==> config.mk <==
export PLATFORM = sky130hd
export DESIGN_NAME = ecc_scrub_mem
export DESIGN_NICKNAME = d
export VERILOG_FILES = /design/src/rtl/ecc_scrub_mem.sv
export SDC_FILE = /design/constraint.sdc
export NUM_CORES = 2
export LEC_CHECK = 0
export BUFFER_PORTS_ARGS = -buffer_cell sky130_fd_sc_hd__buf_2
export CAP_MARGIN = 40
export CORE_MARGIN = 2
export CORE_UTILIZATION = 35
export CTS_CLUSTER_SIZE = 24
export DETAILED_ROUTE_END_ITERATION = 8
export PLACE_DENSITY = 0.61
export SLEW_MARGIN = 20
export SYNTH_ARGS = -nofsm -noshare
export SYNTH_HDL_FRONTEND = slang
export SYNTH_SLANG_ARGS = --single-unit
==> constraint.sdc <==
create_clock -name clk -period 10.9 [get_ports clk]
set_input_delay 1.635 -clock clk [delete_from_list [all_inputs] [get_ports clk]]
set_output_delay 1.635 -clock clk [all_outputs]
set_load 0.02 [all_outputs]
==> src/rtl/ecc_scrub_mem.sv <==
// ecc_scrub_mem: SECDED-protected register-file memory with a background scrubber.
//   Writes are Hamming+overall-parity encoded; reads are decoded/corrected with 1-cycle latency.
//   The scrub FSM (WAIT/READ/CHECK/WB) walks addresses and rewrites single-error words.
// Ports: clk/rst (sync, active-high); write port wr_en/wr_addr/wr_data with
//   inject_1_error/inject_2_error; read port rd_en/rd_addr -> rd_data/rd_valid/
//   rd_single_err/rd_double_err/rd_syndrome; scrub_en/scrub_busy; ce_count/ue_count (saturating).
module ecc_scrub_mem #(
  parameter int DATA_W         = 32,
  parameter int DEPTH          = 16,
  parameter int SCRUB_INTERVAL = 64,
  // Smallest P with 2^P >= DATA_W+P+1.
  localparam int P = (DATA_W + 4 <= 8)    ? 3 :
                     (DATA_W + 5 <= 16)   ? 4 :
                     (DATA_W + 6 <= 32)   ? 5 :
                     (DATA_W + 7 <= 64)   ? 6 :
                     (DATA_W + 8 <= 128)  ? 7 :
                     (DATA_W + 9 <= 256)  ? 8 :
                     (DATA_W + 10 <= 512) ? 9 : 10,
  localparam int CODE_W = DATA_W + P + 1,
  localparam int AW     = $clog2(DEPTH)
) (
  input  logic              clk,
  input  logic              rst,
  input  logic              wr_en,
  input  logic [AW-1:0]     wr_addr,
  input  logic [DATA_W-1:0] wr_data,
  input  logic              inject_1_error,
  input  logic              inject_2_error,
  input  logic              rd_en,
  input  logic [AW-1:0]     rd_addr,
  output logic [DATA_W-1:0] rd_data,
  output logic              rd_valid,
  output logic              rd_single_err,
  output logic              rd_double_err,
  output logic [P:0]        rd_syndrome,
  input  logic              scrub_en,
  output logic              scrub_busy,
  output logic [15:0]       ce_count,
  output logic [15:0]       ue_count
);

  localparam int CNT_W = $clog2(SCRUB_INTERVAL);

  // Data bits occupy the non-power-of-two positions from 3 upward; position 0 is overall parity.
  function automatic logic [CODE_W-1:0] f_encode(input logic [DATA_W-1:0] d);
    logic [CODE_W-1:0] cw;
    logic              p;
    int                di;
    cw = '0;
    di = 0;
    for (int pos = 1; pos < CODE_W; pos++) begin
      if ((pos & (pos - 1)) != 0) begin
        cw[pos] = d[di];
        di++;
      end
    end
    for (int k = 0; k < P; k++) begin
      p = 1'b0;
      for (int pos = 1; pos < CODE_W; pos++) begin
        if ((((pos >> k) & 1) != 0) && (pos != (1 << k))) p = p ^ cw[pos];
      end
      cw[1 << k] = p;
    end
    cw[0] = ^cw[CODE_W-1:1];
    return cw;
  endfunction

  // Returns {overall_parity, hamming_syndrome}.
  function automatic logic [P:0] f_syndrome(input logic [CODE_W-1:0] cw);
    logic [P:0] s;
    s = '0;
    for (int k = 0; k < P; k++) begin
      for (int pos = 1; pos < CODE_W; pos++) begin
        if (((pos >> k) & 1) != 0) s[k] = s[k] ^ cw[pos];
      end
    end
    s[P] = ^cw;
    return s;
  endfunction

  // A syndrome pointing past the codeword cannot be a real single flip.
  function automatic logic f_single(input logic [P:0] s);
    return s[P] && (int'(s[P-1:0]) < CODE_W);
  endfunction

  function automatic logic f_double(input logic [P:0] s);
    return (!s[P] && (s[P-1:0] != '0)) || (s[P] && (int'(s[P-1:0]) >= CODE_W));
  endfunction

  // Corrected data field; doubles come back uncorrected.
  function automatic logic [DATA_W-1:0] f_data(input logic [CODE_W-1:0] cw, input logic [P:0] s);
    logic [CODE_W-1:0] fix;
    logic [DATA_W-1:0] d;
    int                di;
    fix = cw;
    for (int pos = 0; pos < CODE_W; pos++) begin
      if (f_single(s) && (int'(s[P-1:0]) == pos)) fix[pos] = ~fix[pos];
    end
    d  = '0;
    di = 0;
    for (int pos = 1; pos < CODE_W; pos++) begin
      if ((pos & (pos - 1)) != 0) begin
        d[di] = fix[pos];
        di++;
      end
    end
    return d;
  endfunction

  typedef enum logic [1:0] {S_WAIT, S_READ, S_CHECK, S_WB} state_t;

  logic [CODE_W-1:0] r_mem [DEPTH];
  logic [DATA_W-1:0] r_rd_data;
  logic              r_rd_valid, r_rd_single, r_rd_double;
  logic [P:0]        r_rd_syn;
  logic [15:0]       r_ce, r_ue;
  state_t            r_state, w_state_nxt;
  logic [CNT_W-1:0]  r_cnt, w_cnt_nxt;
  logic [AW-1:0]     r_scrub_addr;
  logic [CODE_W-1:0] r_scrub_cw;
  logic [DATA_W-1:0] r_scrub_data;
  logic              r_abort, w_abort_nxt;

  logic [CODE_W-1:0] w_inj_mask, w_wr_cw, w_rd_cw, w_scrub_wr_cw;
  logic [P:0]        w_rd_syn, w_scrub_syn;
  logic              w_rd_ce, w_rd_ue, w_scrub_ce, w_scrub_ue;
  logic              w_addr_inc, w_scrub_wr, w_hit;
  logic [16:0]       w_ce_sum, w_ue_sum;

  // Double injection takes precedence over single.
  always_comb begin
    w_inj_mask = '0;
    if (inject_2_error) begin
      w_inj_mask[3] = 1'b1;
      w_inj_mask[5] = 1'b1;
    end else if (inject_1_error) begin
      w_inj_mask[3] = 1'b1;
    end
  end

  assign w_wr_cw       = f_encode(wr_data) ^ w_inj_mask;
  assign w_rd_cw       = r_mem[rd_addr];
  assign w_rd_syn      = f_syndrome(w_rd_cw);
  assign w_rd_ce       = rd_en && f_single(w_rd_syn);
  assign w_rd_ue       = rd_en && f_double(w_rd_syn);
  assign w_scrub_syn   = f_syndrome(r_scrub_cw);
  assign w_scrub_wr_cw = f_encode(r_scrub_data);
  assign w_hit         = wr_en && (wr_addr == r_scrub_addr);

  always_comb begin
    w_state_nxt = r_state;
    w_cnt_nxt   = r_cnt;
    w_addr_inc  = 1'b0;
    w_scrub_wr  = 1'b0;
    w_scrub_ce  = 1'b0;
    w_scrub_ue  = 1'b0;
    // A user write to the word being scrubbed makes the latched copy stale.
    w_abort_nxt = r_abort || w_hit;
    case (r_state)
      S_WAIT: begin
        w_abort_nxt = 1'b0;
        if (!scrub_en) begin
          w_cnt_nxt = '0;
        end else if (r_cnt == CNT_W'(SCRUB_INTERVAL - 1)) begin
          w_cnt_nxt   = '0;
          w_state_nxt = S_READ;
        end else begin
          w_cnt_nxt = r_cnt + 1'b1;
        end
      end
      S_READ: w_state_nxt = S_CHECK;
      S_CHECK: begin
        w_scrub_ce = f_single(w_scrub_syn);
        w_scrub_ue = f_double(w_scrub_syn);
        if (w_scrub_ce && !w_abort_nxt) begin
          w_state_nxt = S_WB;
        end else begin
          w_state_nxt = S_WAIT;
          w_addr_inc  = 1'b1;
        end
      end
      S_WB: begin
        if (w_abort_nxt) begin
          w_state_nxt = S_WAIT;
          w_addr_inc  = 1'b1;
        end else if (!wr_en) begin
          w_scrub_wr  = 1'b1;
          w_state_nxt = S_WAIT;
          w_addr_inc  = 1'b1;
        end
      end
      default: w_state_nxt = S_WAIT;
    endcase
  end

  always_ff @(posedge clk) begin
    if (rst) begin
      r_state      <= S_WAIT;
      r_cnt        <= '0;
      r_scrub_addr <= '0;
      r_scrub_cw   <= '0;
      r_scrub_data <= '0;
      r_abort      <= 1'b0;
    end else begin
      r_state <= w_state_nxt;
      r_cnt   <= w_cnt_nxt;
      r_abort <= w_abort_nxt;
      if (r_state == S_READ) r_scrub_cw <= r_mem[r_scrub_addr];
      if (r_state == S_CHECK) r_scrub_data <= f_data(r_scrub_cw, w_scrub_syn);
      if (w_addr_inc) r_scrub_addr <= r_scrub_addr + 1'b1;
    end
  end

  // User write has priority; w_scrub_wr is only raised when wr_en is low.
  always_ff @(posedge clk) begin
    if (rst) begin
      for (int i = 0; i < DEPTH; i++) r_mem[i] <= '0;
    end else if (wr_en) begin
      r_mem[wr_addr] <= w_wr_cw;
    end else if (w_scrub_wr) begin
      r_mem[r_scrub_addr] <= w_scrub_wr_cw;
    end
  end

  always_ff @(posedge clk) begin
    if (rst) begin
      r_rd_data   <= '0;
      r_rd_valid  <= 1'b0;
      r_rd_single <= 1'b0;
      r_rd_double <= 1'b0;
      r_rd_syn    <= '0;
    end else begin
      r_rd_valid <= rd_en;
      if (rd_en) begin
        r_rd_data   <= f_data(w_rd_cw, w_rd_syn);
        r_rd_single <= f_single(w_rd_syn);
        r_rd_double <= f_double(w_rd_syn);
        r_rd_syn    <= w_rd_syn;
      end
    end
  end

  // User read and scrub check can both report in one cycle.
  assign w_ce_sum = {1'b0, r_ce} + 17'(w_rd_ce) + 17'(w_scrub_ce);
  assign w_ue_sum = {1'b0, r_ue} + 17'(w_rd_ue) + 17'(w_scrub_ue);

  always_ff @(posedge clk) begin
    if (rst) begin
      r_ce <= '0;
      r_ue <= '0;
    end else begin
      r_ce <= w_ce_sum[16] ? 16'hFFFF : w_ce_sum[15:0];
      r_ue <= w_ue_sum[16] ? 16'hFFFF : w_ue_sum[15:0];
    end
  end

  assign rd_data       = r_rd_data;
  assign rd_valid      = r_rd_valid;
  assign rd_single_err = r_rd_single;
  assign rd_double_err = r_rd_double;
  assign rd_syndrome   = r_rd_syn;
  assign scrub_busy    = (r_state != S_WAIT);
  assign ce_count      = r_ce;
  assign ue_count      = r_ue;

endmodule

* After elaboration in Yosys (flattened, before gate mapping) *
Memory sizes are Yosys's and may differ from the RTL's. A register that Yosys moved wholly into a read port is not among the register bits.
Cells that the tools add are included.

storage, ports and cells
  register bits after elaboration = 119
  output and inout bits = 75
  RAM bits = 624
  memories kept = 1
  input port bits = 47

memory list
  name   words  width  rd ports  clocked after memory_dff  wr ports  RTL line  source
  r_mem  16     39     2         1                         16        112       logic [CODE_W-1:0] r_mem [DEPTH];

cells by class
  mux-type cells = 658
  $lt $le $gt $ge = 128
  equality and inequality tests = 72
  add/subtract/negate cells = 66
  bitwise operators = 413
  reduce and logical (&&, ||, !) cells = 154

operator list
  kind                     number
  $mux W32                 244
  $bwmux W32               62
  $ge A32 B1 Y1 const B    62
  $lt A32 B7 Y1 const B    62
  $add A32 B2 Y32 const B  60
  $xor A1 B1 Y1            348
  $demux W1 S5             62
  $mux W1                  275
  $eq A6 B6 Y1 const B     43
  $logic_and A1 B1 Y1      136
  $eq A6 B5 Y1 const B     14
  $mux W39                 2
  $reduce_or A39 Y1        2
  $reduce_xor A39 Y1       2
  $reduce_xor A38 Y1       2
  $not A1 Y1               64
  $xor A39 B6 Y39          1
  $eq A6 B4 Y1 const B     6
  $add A16 B1 Y17          2
  $add A17 B1 Y17          2
  $mux W16                 2
  $eq A6 B3 Y1 const B     2
  $ge A6 B6 Y1 const B     2
  $lt A6 B6 Y1 const B     2
  other kinds (19)         32

* Longest topological paths before layout *
An unclocked memory read counts as a cell.

  word-level depth = 116
  depth in mapped cells = 24
  mapped depth without buffers = 18

* Worst setup path before layout *
Ideal clock, no wire load.

  kind = in2reg
  start point = in rd_addr[1]
  end point = reg r_ue[10], in the netlist ue_count[10]
  buffers on the path = 4
  arrival time = 6631 ps
  cell stages on the path = 18
  setup slack = 4198 ps
  setup time = 70 ps
  cell sequence = buf_2 > buf_4 > buf_2 > mux4_2 > mux4_2 > xnor2_1 > xnor3_1 > or3_1 > a2111oi_2 > or2_1 > nand4_1 > fa_1 > inv_1 > ha_1 > nand3_1 > or3_1 > clkbuf_1 > a21oi_1

on the way
  cells in the longest elaborated chain, start to end = 26

ends and longest elaborated chain
  item                                                RTL line  source
  start, declared                                     30        input logic [AW-1:0] rd_addr,
  $mem_v2 Z16 W39 (*)                                 n/a
  $xor A1 B1 Y1 (18 in series)                        74        if (((pos >> k) & 1) != 0) s[k] = s[k] ^ cw[pos];
  $ge A6 B6 Y1 or $reduce_bool A6 Y1 (tied branches)  87        return (!s[P] && (s[P-1:0] != '0)) || (s[P] && (int'(s[P-1:0]) >= CODE_W));
  $logic_and A1 B1 Y1                                 87
  $logic_or A1 B1 Y1 (*)                              87
  $logic_and A1 B1 Y1 (*)                             145       assign w_rd_ue = rd_en && f_double(w_rd_syn);
  $add A16 B1 Y17 (*)                                 245       assign w_ue_sum = {1'b0, r_ue} + 17'(w_rd_ue) + 17'(w_scrub_ue);
  $add A17 B1 Y17 (*)                                 245
  $mux W16 (*)                                        253       r_ue <= w_ue_sum[16] ? 16'hFFFF : w_ue_sum[15:0];
  end signal, assigned                                253
  end, declared                                       116       logic [15:0] r_ce, r_ue;

Mark *: on every way between the ends. The rest lies on a longest branch, timed or not.
A chain may end at the register's enable or synchronous reset.

* Worst setup path in the final report *
  start point = in rd_addr[1]
  end point = reg r_ce[0], in the netlist ce_count[0]

on the way
  cells in the longest elaborated chain, start to end = 25

ends and longest elaborated chain
  item                          RTL line  source
  $mem_v2 Z16 W39 (*)           n/a
  $xor A1 B1 Y1 (18 in series)  74
  $lt A6 B6 Y1                  83        return s[P] && (int'(s[P-1:0]) < CODE_W);
  $logic_and A1 B1 Y1 (*)       83
  $logic_and A1 B1 Y1 (*)       144       assign w_rd_ce = rd_en && f_single(w_rd_syn);
  $add A16 B1 Y17 (*)           244       assign w_ce_sum = {1'b0, r_ce} + 17'(w_rd_ce) + 17'(w_scrub_ce);
  $add A17 B1 Y17 (*)           244
  $mux W16 (*)                  252       r_ce <= w_ce_sum[16] ? 16'hFFFF : w_ce_sum[15:0];
  end signal, assigned          252
  end, declared                 116

Marked as above.

==> results.yml <==
clocking:
  clkTransAtPathRegs_ns: 0.06
  postCtsSetupRepairBufs: 0
  numCtsBuffers: 86
  hold_buffers: 0
  cts_resized: 0
  cts_root_buffer: "clkbuf_16"
  cts_tree: "done"
  clk_latency_ns: 0.65
  clockBufferDepth: 3
  cts_max_level: 3
  cts_sinks: 782
synthesis:
  synthesis.instances: 3211
  syn_area_sq_um: 41500
  ys_ff_latch: 782
  netlist_top_cells_count: "nor2_1, edfxtp_1, mux4_2"
  yosysMostFrequentCell: "nor2_1"
  ys_seq_area_share_pct: 52.7
  synth.distinct_cells: 72
  synth_edf_count: 624
  synth.area.top_cells: "edfxtp_1, mux4_2, dfxtp_1"
  netlist.area_leader.share_pct: 45.1
  synth_flop_cell: "edfxtp_1"
  yosys.area.top_type: "edfxtp_1"
  synthArstFlopShare_pct: 0
  yosys_warnings: 0
  syn_nets: 3264
  syn_avg_cell_area_sq_um: 12.9
power:
  p_sw_share_pct: 31.8
  powerDensity_nw_per_um2: 174
  pwr-share-clk_pct: 35.1
  seq_power_share_pct: 41.8
  p_switching_mw: 2.59
  vdd_drop_max_uv: 137
  p_int_mw: 5.57
  p_comb_share_pct: 23.1
  power.leakage_nw: 16.1
global_routing:
  antenna_found_initial: 7
  grt_pass1_vias: 28200
  grt_max_degree: 98
  grt_first_pass_wirelength_um: 198000
  gr-total-overflow: 0
  grt_usage_pct: 22.4
layout:
  nets: 3327
  drive_above_1_share_pct: 23.0
  fillers: 11000
  syn_to_final_growth_pct: 13.0
critical_path:
  endpoint_kind: "flop"
  worstPathRequired_ns: 11.47
  arrival_ns: 8.75
  startpoint_type: "input pin"
  path_max_fanout: 37
  worstSetupPathType: "in -> reg"
drt:
  wl_per_cell_um: 28.3
  routed-via-count: 28900
  drtPass1Iterations: 6
  drc_errors: 0
  drt_iter0_drc: 4091
  ant_nets: 0
  drt-total-wl_um: 138000
  viasPerCell: 5.92
sta:
  rsz0062_at_grt: "no"
  whs_ns: 0.471
  slew_viol_final: 0
  finalWorstPathRequiredPeriod_ns: 8.18
  hold_viol: 0
  timing.final.crit_share_pct: 75.0
  totalNegativeSetupSlack_ns: 0
  fmax_ghz: 0.122
  clock_skew_ns: 0.0199
  slew_headroom_pct: 36.3
  worst_slew_pin_slew_ns: 0.955
  setup_viol: 0
floorplan:
  coreArea_sq_um: 118000
  initial_core_util_pct: 35.2
  dieWidth_um: 349
  die-area_sq_um: 121000
  fp.dieH_um: 349
  fp-row-count: 126
  io-pin-count: 122
flow_run:
  maxCapViolCount: 0
run_status:
  outcome: "complete, no violations"
min_path:
  hold_class: "reg -> reg"
placement:
  place_congestion: 0.906
  place.detailed.hpwl_um: 85500
  port_buffers: 121
## stage by stage
| step | cell area [sq um] | utilization [%] | total power [mW] | std cells | worst slack (ns) |
|---|---|---|---|---|---|
| 4_1_cts | 46900 | 39.7 | 8.15 | 4876 | 2.92 |
| 2_1_floorplan | 41500 | - | 4.67 | 3211 | 4.20 |
| 3_3_place_gp | 43800 | 37.2 | 5.29 | 4700 | 2.40 |
| 3_5_place_dp | 44100 | 37.4 | 5.33 | 4716 | 2.27 |
| 6_report | 46900 | 39.8 | 8.16 | 4883 | 2.72 |
| 5_1_grt | 46900 | 39.8 | 8.40 | 4882 | 2.51 |
## critical path, stage by stage
cell and delay (ns):
buf_4 0.52, buf_4 0.65, nor2_1 0.35, a221oi_1 0.46, nor2_1 0.09, o21ai_1 0.71
xnor2_1 0.20, xnor3_1 0.48, xor2_1 0.38, and3_1 0.54, nor2_1 0.20, a21boi_0 0.76
fa_1 0.39, ha_1 0.28, and3_1 0.28, nand3_1 0.47, a21oi_1 0.28
## cells by family after synthesis
family,share of synthesized area [%]
AO/OA/AOI/OAI,4.71
XOR/XNOR,7.12
adder cells (fa/ha/maj),0.217
buffers and inverters,3.02
flip-flops,52.7
multiplexers,21.1
AND/OR/NAND/NOR,11.1
## power groups by stage
stage | sequential, mW | combinational, mW | clock, mW
2_1_floorplan | 3.49 | 1.17 | 0
3_3_place_gp | 3.47 | 1.82 | 0
3_5_place_dp | 3.47 | 1.85 | 0
4_1_cts | 3.41 | 1.86 | 2.88
5_1_grt | 3.42 | 1.99 | 2.99
6_report | 3.41 | 1.89 | 2.86
## flip-flops by register name (all words and copies together) (netlist names)
signal         count
r_state            2
rd_data           32
r_cnt              6
r_abort            1
r_mem            624
r_scrub_cw        39
r_scrub_addr       4
rd_valid           1
ue_count          16
rd_double_err      1
rd_single_err      1
ce_count          16
rd_syndrome        7
r_scrub_data      32
## routing by layer
metal | vias up | track usage (%) | part of all wire, %
met5 | - | 0 | 0.058
met2 | 1742 | 35.4 | 46
met3 | 284 | 4.45 | 11
met1 | 14700 | 30.8 | 40
met4 | 6 | 7.77 | 3.6
li1 | 12100 | - | -
## cell usage in the layout, fill, tap and decap left out, types with 21 or more instances in the layout
master and count:
a21oi_1 75, mux4_2 346, a211oi_1 21, nand4_1 27, xor2_1 91, a311oi_1 39, dfxtp_1 154, o21ai_0 35
inv_1 22, xnor2_1 198, nand3_1 25, a22oi_1 24, nor2_1 746, or3_1 30, buf_2 118, buf_4 95
clkinv_1 21, edfxtp_1 624, nand2_1 155, clkbuf_16 88, mux2i_1 89
## cell type report
cell class / count / area, sq um / share of cell area [%]
Sequential cell: 782 / 21900 / 46.7
Tap cell: 1536 / 1920 / 4.09
Multi-Input combinational cell: 2144 / 18500 / 39.5
Antenna cell: 1 / 2.50 / 0.00533
Clock inverter: 46 / 379 / 0.808
Inverter: 23 / 86.3 / 0.184
Clock buffer: 114 / 2350 / 5.01
Timing Repair Buffer: 237 / 1770 / 3.76
## worst paths after layout
check	from	end	slack, ns	depth (start not counted)
max	rd_addr[1]	ce_count[0]$_SDFF_PP0_	2.72	17
min	r_scrub_cw[32]$_SDFFE_PP0N_	r_scrub_cw[32]$_SDFFE_PP0N_	0.47	2
max reg2reg	r_mem[9][6]$_SDFFCE_PN0P_	ce_count[0]$_SDFF_PP0_	4.39	15
min reg2reg	r_scrub_cw[32]$_SDFFE_PP0N_	r_scrub_cw[32]$_SDFFE_PP0N_	0.47	2
(Power assumes the default switching activity.)
